--- src/rtl/demo_scene_sequencer.sv ---
// Demo scene sequencer: eight effect scenes, each faded in, played and faded out, paced by frame_start.
// Define SCENE_SKIP_EN to compile in the skip button (synchronizer, edge detector, latched request).
module demo_scene_sequencer #(
  parameter int PLAY_FRAMES = 104,
  parameter int FADE_STEP   = 4
) (
  input  logic       clk,
  input  logic       rst_n,
  input  logic       frame_start,
  input  logic       pause,
  input  logic       skip,
  output logic [2:0] scene,
  output logic [6:0] scene_frame,
  output logic [1:0] fade,
  output logic [1:0] state,
  output logic       scene_change
);

  typedef enum logic [1:0] {
    FADE_IN  = 2'd0,
    PLAY     = 2'd1,
    FADE_OUT = 2'd2
  } state_e;

  localparam logic [7:0] FADE_LAST = 8'(FADE_STEP - 1);
  localparam logic [7:0] PLAY_LAST = 8'(PLAY_FRAMES - 1);

  state_e     state_q;
  logic [7:0] cnt_q;
  logic [2:0] scene_q;
  logic [6:0] scene_frame_q;
  logic [6:0] scene_frame_d;
  logic [1:0] fade_q;
  logic       scene_change_q;
  logic       accept;
  logic       skip_req;

  assign accept        = frame_start & ~pause;
  assign scene_frame_d = (scene_frame_q == 7'd127) ? scene_frame_q : scene_frame_q + 7'd1;

`ifdef SCENE_SKIP_EN
  logic skip_meta_q;
  logic skip_sync_q;
  logic skip_prev_q;
  logic skip_req_q;

  // Request survives pause; it is spent (acted on or dropped) by the next accepted frame_start.
  always_ff @(posedge clk) begin
    if (!rst_n) begin
      skip_meta_q <= 1'b0;
      skip_sync_q <= 1'b0;
      skip_prev_q <= 1'b0;
      skip_req_q  <= 1'b0;
    end else begin
      skip_meta_q <= skip;
      skip_sync_q <= skip_meta_q;
      skip_prev_q <= skip_sync_q;
      if (skip_sync_q && !skip_prev_q) begin
        skip_req_q <= 1'b1;
      end else if (accept) begin
        skip_req_q <= 1'b0;
      end
    end
  end

  assign skip_req = skip_req_q;
`else
  logic unused_skip;
  assign unused_skip = skip;
  assign skip_req    = 1'b0;
`endif

  // NOTE: all sequential state uses non-blocking assignments so every register sees pre-edge values.
  always_ff @(posedge clk) begin
    if (!rst_n) begin
      state_q        <= FADE_IN;
      cnt_q          <= '0;
      scene_q        <= '0;
      scene_frame_q  <= '0;
      fade_q         <= 2'd3;
      scene_change_q <= 1'b0;
    end else begin
      scene_change_q <= 1'b0;
      case (state_q)
        FADE_IN: if (accept) begin
          scene_frame_q <= scene_frame_d;
          if (skip_req) begin
            state_q <= FADE_OUT;
            cnt_q   <= '0;
          end else if (cnt_q == FADE_LAST) begin
            cnt_q  <= '0;
            fade_q <= fade_q - 2'd1;
            if (fade_q == 2'd1) state_q <= PLAY;
          end else begin
            cnt_q <= cnt_q + 8'd1;
          end
        end
        PLAY: if (accept) begin
          scene_frame_q <= scene_frame_d;
          if (skip_req || cnt_q == PLAY_LAST) begin
            state_q <= FADE_OUT;
            cnt_q   <= '0;
          end else begin
            cnt_q <= cnt_q + 8'd1;
          end
        end
        FADE_OUT: if (accept) begin
          if (cnt_q == FADE_LAST) begin
            cnt_q <= '0;
            // Reaching black (also covers a skip taken while still fully black) ends the scene.
            if (fade_q >= 2'd2) begin
              fade_q         <= 2'd3;
              scene_q        <= scene_q + 3'd1;
              scene_frame_q  <= '0;
              state_q        <= FADE_IN;
              scene_change_q <= 1'b1;
            end else begin
              fade_q        <= fade_q + 2'd1;
              scene_frame_q <= scene_frame_d;
            end
          end else begin
            cnt_q         <= cnt_q + 8'd1;
            scene_frame_q <= scene_frame_d;
          end
        end
        default: begin
          state_q        <= FADE_IN;
          cnt_q          <= '0;
          scene_q        <= '0;
          scene_frame_q  <= '0;
          fade_q         <= 2'd3;
          scene_change_q <= 1'b0;
        end
      endcase
    end
  end

  assign scene        = scene_q;
  assign scene_frame  = scene_frame_q;
  assign fade         = fade_q;
  assign state        = state_q;
  assign scene_change = scene_change_q;

endmodule

--- config.mk ---
export PLATFORM = sky130hd
export DESIGN_NAME = demo_scene_sequencer
export DESIGN_NICKNAME = d
export VERILOG_FILES = /design/src/rtl/demo_scene_sequencer.sv
export SDC_FILE = /design/constraint.sdc
export NUM_CORES = 1
export LEC_CHECK = 0
export CAP_MARGIN = 20
export CORE_MARGIN = 3
export CORE_UTILIZATION = 35
export CTS_CLUSTER_SIZE = 25
export DETAILED_ROUTE_END_ITERATION = 12
export GPL_TIMING_DRIVEN = 1
export PLACE_DENSITY = 0.64
export SYNTH_ARGS = -nofsm -noshare
export SYNTH_HDL_FRONTEND = slang
export SYNTH_SLANG_ARGS = --single-unit
export TNS_END_PERCENT = 5
--- constraint.sdc ---
create_clock -name clk -period 3.55 [get_ports clk]
set_input_delay 0.5325 -clock clk [delete_from_list [all_inputs] [get_ports clk]]
set_output_delay 0.5325 -clock clk [all_outputs]
set_load 0.01 [all_outputs]
==> run summary, run 1 <==
Outcome = finished, final reports clean
WS Path Type = input port to flop
Nets@finish = 177
CTS Buf Count = 3
Synth Cell Area = 1280 sq um
1st-iter DRT viols = 83
CP top delay family = simple AND/OR/NAND/NOR gates
Synth warnings = 0
# H-tree levels = 1
Post-route ant nets = 0
WP buf/inv = 1
Post-CTS setup buffers = 0
Number of detailed-route iterations in the first pass = 4
Setup WS post-layout = 1.36 ns
CP Launch Type = input port
Max-Cap Viols = 0
DP Area = 1500 sq um
Worst path slowest cell = nor4_1
Cts repair resizes = 0
Number of port buffers = 18
GRT Resource Usage Total = 14.1%
Mapped Nets = 160
Post-CTS Hold Buffers = 0
Combinational Power Share = 6.5%
GPL Wtd Cong = 0.857
Pwr dens = 296 nW/um^2
Pleak = 0.549 nW
Dpl hpwl = 2080 microns
Die width = 66.6 microns
Switching pwr = 104 uW
First-pass GRT wire length = 4940 microns
Clock tree buffer depth = 2
Max-slew violation count = 0
I/O pins = 20
Largest net degree at the start of global routing = 17
Routed len/inst = 13.6 microns
Vias = 1167
Clock Sinks = 23
Root Driver = clkbuf_8
Antenna cells = 0
Vias in the first global route = 1066
GRT overflow = 0
CP Cell Sequence = clkdlybuf4s50_1 -> nand2b_1 -> nor4_1 -> nand3b_1 -> o32ai_1
Final min period = 2.19 ns
Netlist cell types = 46
Tcrit/Tclk final = 61.8%
CTS tree = built
Final setup fails = 0
Synth Flop Type = dfxtp_1
Max incr delay on CP = 0.66 ns
Max Clk Rate = 456 MHz
Crit-path max FO = 16
DR DRC count = 0
Fin. Hold Viols = 0
Post-Route WL = 2870 microns
Antenna violations before repair = 0
Die Area = 4430 sq um
Final Cell Area = 1550 sq um
Share of layout cells above drive strength 1 = 7.88%
Worst rel slew slack = 54.9%
Fill cell count = 334
Initial Util = 37.3%
Core area = 3440 sq um
Critical path endpoint category = flop
DP Worst Slack = 1.11 ns
Clock-pin slew on the worst setup and hold paths = 0.09 ns
Post-synth EDFFs = 0
Sequential share of power = 57.8%
Worst Tran Pin Value = 0.670 ns
Pint = 352 uW
Switching Share = 22.9%
Standard-cell rows = 21
Fin Setup TNS = 0 ns
Clk pwr share = 35.7%
CP required = 3.70 ns
Async S/R FF share, synth = 0%
Syn avg cell area = 8.62 sq um
#FFs+latches synth = 23
Vias per cell = 5.53
Worst skew pair latency = 0.26 ns
Layout area overhead = 20.4%
Type of the most critical hold path = flop to flop
Max Clock Skew = 0.00548 ns
Cells after Synth = 149
RSZ-0062 raised after global routing = false
Die height = 66.6 microns
Register area share after synthesis = 35.9%
Peak supply drop = 0.000155 V
CP arrival = 2.34 ns
==> cell usage after synthesis (all sizes together) (4+ instances only) <==
master	count	share of area, %
a21boi	4	2.3
a21oi	7	2.7
clkbuf	6	1.8
dfxtp	23	36
ha	6	5.8
inv	5	1.5
nand2	11	3.2
nand3	12	4.7
nand4	6	2.9
nor2	11	3.2
o21ai	6	2.3
xnor2	4	2.7
==> logic make-up (layout without fill, tap and decap cells) <==
kind of cell | count (synthesis) | in the layout | share of synthesized area (%)
mux | 2 | 2 | 1.56
buf+inv | 11 | 27 | 3.22
compound gates | 36 | 36 | 19.5
xor+xnor | 6 | 6 | 4.09
simple gates | 65 | 65 | 29.9
flops | 23 | 23 | 35.9
fa+ha+maj | 6 | 6 | 5.85
==> layout make-up <==
class | instances | area [sq um] | share of cell area, %
Clock buffer | 3 | 41.3 | 2.67
Clock inverter | 1 | 5.00 | 0.324
Inverter | 5 | 18.8 | 1.21
Multi-Input combinational cell | 115 | 782 | 50.6
Sequential cell | 23 | 460 | 29.8
Tap cell | 46 | 57.6 | 3.72
Timing Repair Buffer | 18 | 180 | 11.7
==> metal layers <==
| metal | wire (microns) | vias up | GRT usage (%) |
|---|---|---|---|
| li1 | - | 589 | - |
| met1 | 1450 | 561 | 19.9 |
| met2 | 1310 | 15 | 21.4 |
| met3 | 93 | 2 | 3.71 |
| met4 | 12 | 0 | 2.79 |
| met5 | 0 | - | 0 |
==> stage by stage <==
stage / util, % / std cells / power [mW] / hold WS, ns
after floorplan: - / 149 / 0.288 / 0.469
after CTS: 44.9 / 211 / 0.463 / 0.499
after global routing: 44.9 / 211 / 0.477 / 0.559
after detailed placement: 43.5 / 207 / 0.300 / 0.485
after global placement: 43.5 / 207 / 0.298 / 0.467
final: 44.9 / 211 / 0.457 / 0.499
==> power groups by stage <==
stage	logic, mW	clock network, mW	registers [mW]
CTS	0.0299	0.169	0.264
detailed placement	0.0297	0	0.270
floorplan	0.0184	0	0.270
finish	0.0297	0.163	0.264
global placement	0.0288	0	0.270
global route	0.0332	0.180	0.264
==> state kept, by name (all words and copies together) (netlist names) <==
| signal | cells |
|---|---|
| cnt_q | 8 |
| scene_frame | 7 |
| scene | 3 |
| fade | 2 |
| state | 2 |
| scene_change | 1 |
==> final timing paths <==
path | start | to | slack, ns | cells after the start
setup / recovery | pause | cnt_q[6]$_SDFFE_PN0P_ | 1.36 | 5
hold / removal | scene[2]$_SDFFE_PN0P_ | scene[2]$_SDFFE_PN0P_ | 0.50 | 2
setup reg to reg | cnt_q[0]$_SDFFE_PN0P_ | cnt_q[6]$_SDFFE_PN0P_ | 1.62 | 5
hold reg to reg | scene[2]$_SDFFE_PN0P_ | scene[2]$_SDFFE_PN0P_ | 0.50 | 2
==> worst min-delay path, stage by stage, from the launching register on <==
cell,delay (ns)
dfxtp_1,0.33
o21ai_0,0.07
a21oi_1,0.06
==> cell usage in the layout (no fill, tap or decap), drive strengths merged, types with 4 or more instances in the layout <==
cell type and n:
a21boi 4, a21oi 7, clkdlybuf4s50 18, dfxtp 23, ha 6, inv 5
nand2 11, nand3 12, nand4 6, nor2 11, o21ai 6, xnor2 4
No activity file was read; power rests on OpenSTA's default activity.
==> run 2: changes to the inputs <==
==> constraint.sdc (replaced) <==
create_clock -name clk -period 2.3 [get_ports clk]
set_input_delay 0.345 -clock clk [delete_from_list [all_inputs] [get_ports clk]]
set_output_delay 0.345 -clock clk [all_outputs]
set_load 0.01 [all_outputs]
==> run 2 against run 1 <==
Utilization up 1.3 points. Register-to-register slack worse by 1.3 ns. Count of clock-buffer cells in the layout unchanged. Non-clock buffer count up 6. Flip-flop and latch count unchanged. Critical path type is now flop to flop. Largest cell class unchanged.
==> run summary, run 2 (same netlist as run 1, synthesis figures left out) <==
CTS tree = built
Met1 usage = 19.9%
GRT overflow = 0
Clock-pin slew on the worst setup and hold paths = 0.09 ns
Post-CTS Hold Buffers = 0
Most common cell after layout, fill and taps aside = dfxtp_1
Die width = 66.6 microns
WS Path Type = flop to flop
Placed Cells = 213
Number of detailed-route iterations in the first pass = 4
CP Launch Type = flop
Clock Sinks = 23
Largest register FFs = 8
Post-route insts no fill = 217
Die Area = 4430 sq um
Routed len/inst = 12.9 microns
Final min period = 1.94 ns
Clock tree buffer depth = 2
Global route hottest layer = met2
Number of port buffers = 18
Vias per cell = 5.44
Initial Util = 37.3%
Worst skew pair latency = 0.27 ns
Most frequent cells in the layout = dfxtp_1 (23), clkdlybuf4s50_1 (18), nand3_1 (12)
1st-iter DRT viols = 92
Worst path slowest cell = or4b_4
Hold Path End = scene[2]$_SDFFE_PN0P_
Vias = 1181
Dpl hpwl = 2100 microns
Die height = 66.6 microns
Largest net degree at the start of global routing = 14
Fin Setup TNS = 0 ns
GRT Resource Usage Total = 13.7%
Critical R2R Launch = cnt_q[0]$_SDFFE_PN0P_
I/O pins = 20
Crit-path max FO = 8
Outcome = finished, final reports clean
Pleak = 0.578 nW
Antenna violations before repair = 0
Root Driver = clkbuf_8
Max incr delay on CP = 0.52 ns
First-pass GRT wire length = 4750 microns
DR DRC count = 0
CP top delay family = simple AND/OR/NAND/NOR gates
Min-delay src = scene[2]$_SDFFE_PN0P_
Pwr dens = 445 nW/um^2
Worst reg2reg setup slack = 0.36 ns
Post-Route WL = 2800 microns
Largest Register = cnt_q
GPL Wtd Cong = 0.861
Cts repair resizes = 0
Post-CTS setup buffers = 0
Vias in the first global route = 1021
Nets@finish = 183
GR met2 Demand/Resource = 19.9%
Reg2reg end = cnt_q[6]$_SDFFE_PN0P_
FF-to-FF path depth = 5
CP arrival = 2.08 ns
Tcrit/Tclk final = 84.2%
Antenna cells = 0
Worst rel slew slack = 63.9%
Max Clk Rate = 516 MHz
Max Clock Skew = 0.0128 ns
WP buf/inv = 0
Final setup fails = 0
CP Cell Sequence = ha_1 -> or4b_4 -> or3_4 -> a21oi_1 -> o32ai_1
Critical path endpoint category = flop
Fin. Hold Viols = 0
Hold depth = 2
Peak supply drop = 0.000339 V
Type of the most critical hold path = flop to flop
CTS Buf Count = 3
M3 GR Usage = 4.05%
RSZ-0062 raised after global routing = false
Share of layout cells above drive strength 1 = 11.1%
Worst Tran Pin Value = 0.541 ns
Post-route ant nets = 0
# H-tree levels = 1
Core area = 3440 sq um
Max-slew violation count = 0
Layout area overhead = 23.9%
CP required = 2.44 ns
Standard-cell rows = 21
Max-Cap Viols = 0
[run 2: cell types whose count changed in the layout (fill, tap and decap cells not counted), sizes merged]
cell and delta:
buf +6
[run 2: worst max path at each step]
| stage | startpoint | end | slack (ns) | depth (start not counted) |
|---|---|---|---|---|
| after CTS | cnt_q[0]$_SDFFE_PN0P_ | cnt_q[6]$_SDFFE_PN0P_ | 0.37 | 5 |
| after detailed placement | frame_start | scene[0]$_SDFFE_PN0P_ | 0.22 | 5 |
| final | cnt_q[0]$_SDFFE_PN0P_ | cnt_q[6]$_SDFFE_PN0P_ | 0.36 | 5 |
| after global routing | cnt_q[0]$_SDFFE_PN0P_ | scene[0]$_SDFFE_PN0P_ | 0.24 | 5 |
| after global placement | frame_start | scene[0]$_SDFFE_PN0P_ | 0.27 | 5 |
| after floorplan | cnt_q[0]$_SDFFE_PN0P_ | fade[1]$_SDFFE_PN1P_ | 0.53 | 5 |
[run 2: final cells by class]
type | instances | area (sq um)
Timing Repair Buffer | 24 | 225
Multi-Input combinational cell | 115 | 782
Fill cell | 333 | 1850
Tap cell | 46 | 57.6
Inverter | 5 | 18.8
Sequential cell | 23 | 460
Clock buffer | 3 | 41.3
Clock inverter | 1 | 5.00
[run 2: through the flow]
step           setup WS, ns  hold slack (ns)  utilization [%]  power (mW)  area [sq um]
3_5_place_dp          0.222            0.479             44.9       0.467          1540
5_1_grt               0.244            0.519             46.2       0.747          1590
6_report              0.363            0.486             46.2       0.708          1590
3_3_place_gp          0.271            0.468             44.9       0.465          1540
2_1_floorplan         0.527            0.469                -       0.445          1280
4_1_cts               0.368            0.492             46.2       0.721          1590
[run 2: layer usage]
metal  wire length (microns)  share of wire (%)
met4                      12               0.43
met3                     125                4.5
met5                       0                  0
met1                    1400                 50
met2                    1270                 45
[run 2: tightest hold or removal path: stages (launching register included)]
cell,delay [ns]
dfxtp_1,0.32
o21ai_0,0.07
a21oi_1,0.06
[run 2: power by group]
group / switching, mW / internal [mW] / leakage (nW)
clock network: 0.130 / 0.121 / 0.0255
registers: 0.00469 / 0.402 / 0.186
logic: 0.0256 / 0.0249 / 0.367
==> run 3: changes to the inputs <==
==> constraint.sdc (replaced) <==
create_clock -name clk -period 1.9 [get_ports clk]
set_input_delay 0.285 -clock clk [delete_from_list [all_inputs] [get_ports clk]]
set_output_delay 0.285 -clock clk [all_outputs]
set_load 0.01 [all_outputs]
==> run 3 against run 2 <==
Register-to-register slack lost 0.25 ns. Total power grew 23%. Maximum frequency grew 8.1%. Sequential power grew 21%.
==> run summary, run 3 (same netlist as run 1, synthesis figures left out) <==
Outcome = finished, final reports clean
CP required = 2.06 ns
Die Area = 4430 sq um
Post-route ant nets = 0
Die height = 66.6 microns
Final setup fails = 0
Nets@finish = 185
Core area = 3440 sq um
Number of detailed-route iterations in the first pass = 4
Clock-pin slew on the worst setup and hold paths = 0.08 ns
GPL Wtd Cong = 0.875
Post-Route WL = 2870 microns
Root Driver = clkbuf_8
First-pass GRT wire length = 5090 microns
Clock Sinks = 23
WS Path Type = flop to flop
CP Launch Type = flop
Post-route insts no fill = 219
Fin Setup TNS = 0 ns
Worst rel slew slack = 70.3%
Type of the most critical hold path = flop to flop
Layout area overhead = 26.3%
Worst skew pair latency = 0.27 ns
I/O pins = 20
1st-iter DRT viols = 61
Worst Tran Pin Value = 0.445 ns
Fin util = 47.1%
Antenna violations before repair = 0
Pwr dens = 536 nW/um^2
Dpl hpwl = 2140 microns
Max Clk Rate = 558 MHz
Final min period = 1.79 ns
Standard-cell rows = 21
Max Clock Skew = 0.00548 ns
Die width = 66.6 microns
Clock tree buffer depth = 2
Max-slew violation count = 0
Tcrit/Tclk final = 94.3%
Final Cell Area = 1620 sq um
Fill cell count = 334
Most frequent cells in the layout = dfxtp_1 (22), clkdlybuf4s50_1 (18), nand3_1 (12)
Share of layout cells above drive strength 1 = 13.3%
DR DRC count = 0
Vias = 1172
Largest register FFs = 8
CTS tree = built
Vias in the first global route = 1103
Fin. Hold Viols = 0
Largest net degree at the start of global routing = 17
Initial Util = 37.3%
# H-tree levels = 1
DP Area = 1570 sq um
Post-CTS setup buffers = 0
Pleak = 0.592 nW
GRT Resource Usage Total = 14.7%
Largest Register = cnt_q
Vias per cell = 5.35
Antenna cells = 0
Number of port buffers = 18
Placed Cells = 215
CP arrival = 1.95 ns
GRT overflow = 0
Critical path endpoint category = flop
Max-Cap Viols = 0
Tot Pwr = 869 uW
CTS Buf Count = 3
Routed len/inst = 13.1 microns
RSZ-0062 raised after global routing = false
Most common cell after layout, fill and taps aside = dfxtp_1
Crit-path max FO = 4
Peak supply drop = 0.000473 V
==> run 3: critical path, stage by stage, from the launching register on <==
cell and delay, ns:
dfxtp_1 0.37, ha_2 0.22, or4b_4 0.49, or3_4 0.37, nor3_2 0.16, o21ai_1 0.07
==> run 3: path summary, 6_finish.rpt <==
path,endpoint,from,cells after the start,slack (ns)
max,fade[1]$_SDFFE_PN1P_,cnt_q[1]$_SDFFE_PN0P_,5,0.11
min,scene[1]$_SDFFE_PN0P_,scene[1]$_SDFFE_PN0P_,2,0.49
max reg2reg,fade[1]$_SDFFE_PN1P_,cnt_q[1]$_SDFFE_PN0P_,5,0.11
min reg2reg,scene[1]$_SDFFE_PN0P_,scene[1]$_SDFFE_PN0P_,2,0.49
==> run 3: area by class of cell <==
type | count | area [sq um] | area share, %
Timing Repair Buffer | 26 | 253 | 15.6
Inverter | 5 | 18.8 | 1.16
Clock inverter | 1 | 5.00 | 0.309
Sequential cell | 23 | 462 | 28.5
Multi-Input combinational cell | 115 | 785 | 48.4
Clock buffer | 3 | 41.3 | 2.55
Tap cell | 46 | 57.6 | 3.55
==> run 3: per-layer routing <==
metal  track usage (%)  part of all wire (%)  up-vias
met5                 0                     0        -
met4              4.31                  0.73        0
met3              4.05                   3.0        4
met2              22.3                    46       14
met1              20.1                    50      552
li1                  -                     -      602
==> run 3: metrics by stage <==
stage | worst slack [ns] | hold WS, ns
floorplan | 0.127 | 0.469
global placement | 0.0701 | 0.468
detailed placement | 0.0792 | 0.486
CTS | 0.0743 | 0.498
global route | 0.00405 | 0.523
finish | 0.108 | 0.494
==> run 3: power breakdown <==
part	leakage [nW]	total (mW)	internal [mW]	switching (mW)
registers	0.186	0.493	0.487	0.00598
logic	0.380	0.0670	0.0349	0.0322
clock network	0.0255	0.309	0.147	0.162
total	0.592	0.869	0.669	0.200
==> run 3: repair_timing <==
| item | 4_1_cts | 5_1_grt |
|---|---|---|
| setup endpoints to repair | 0 | 3 |
| gates resized for setup | 0 | 2 |
| hold buffers | 0 | 0 |
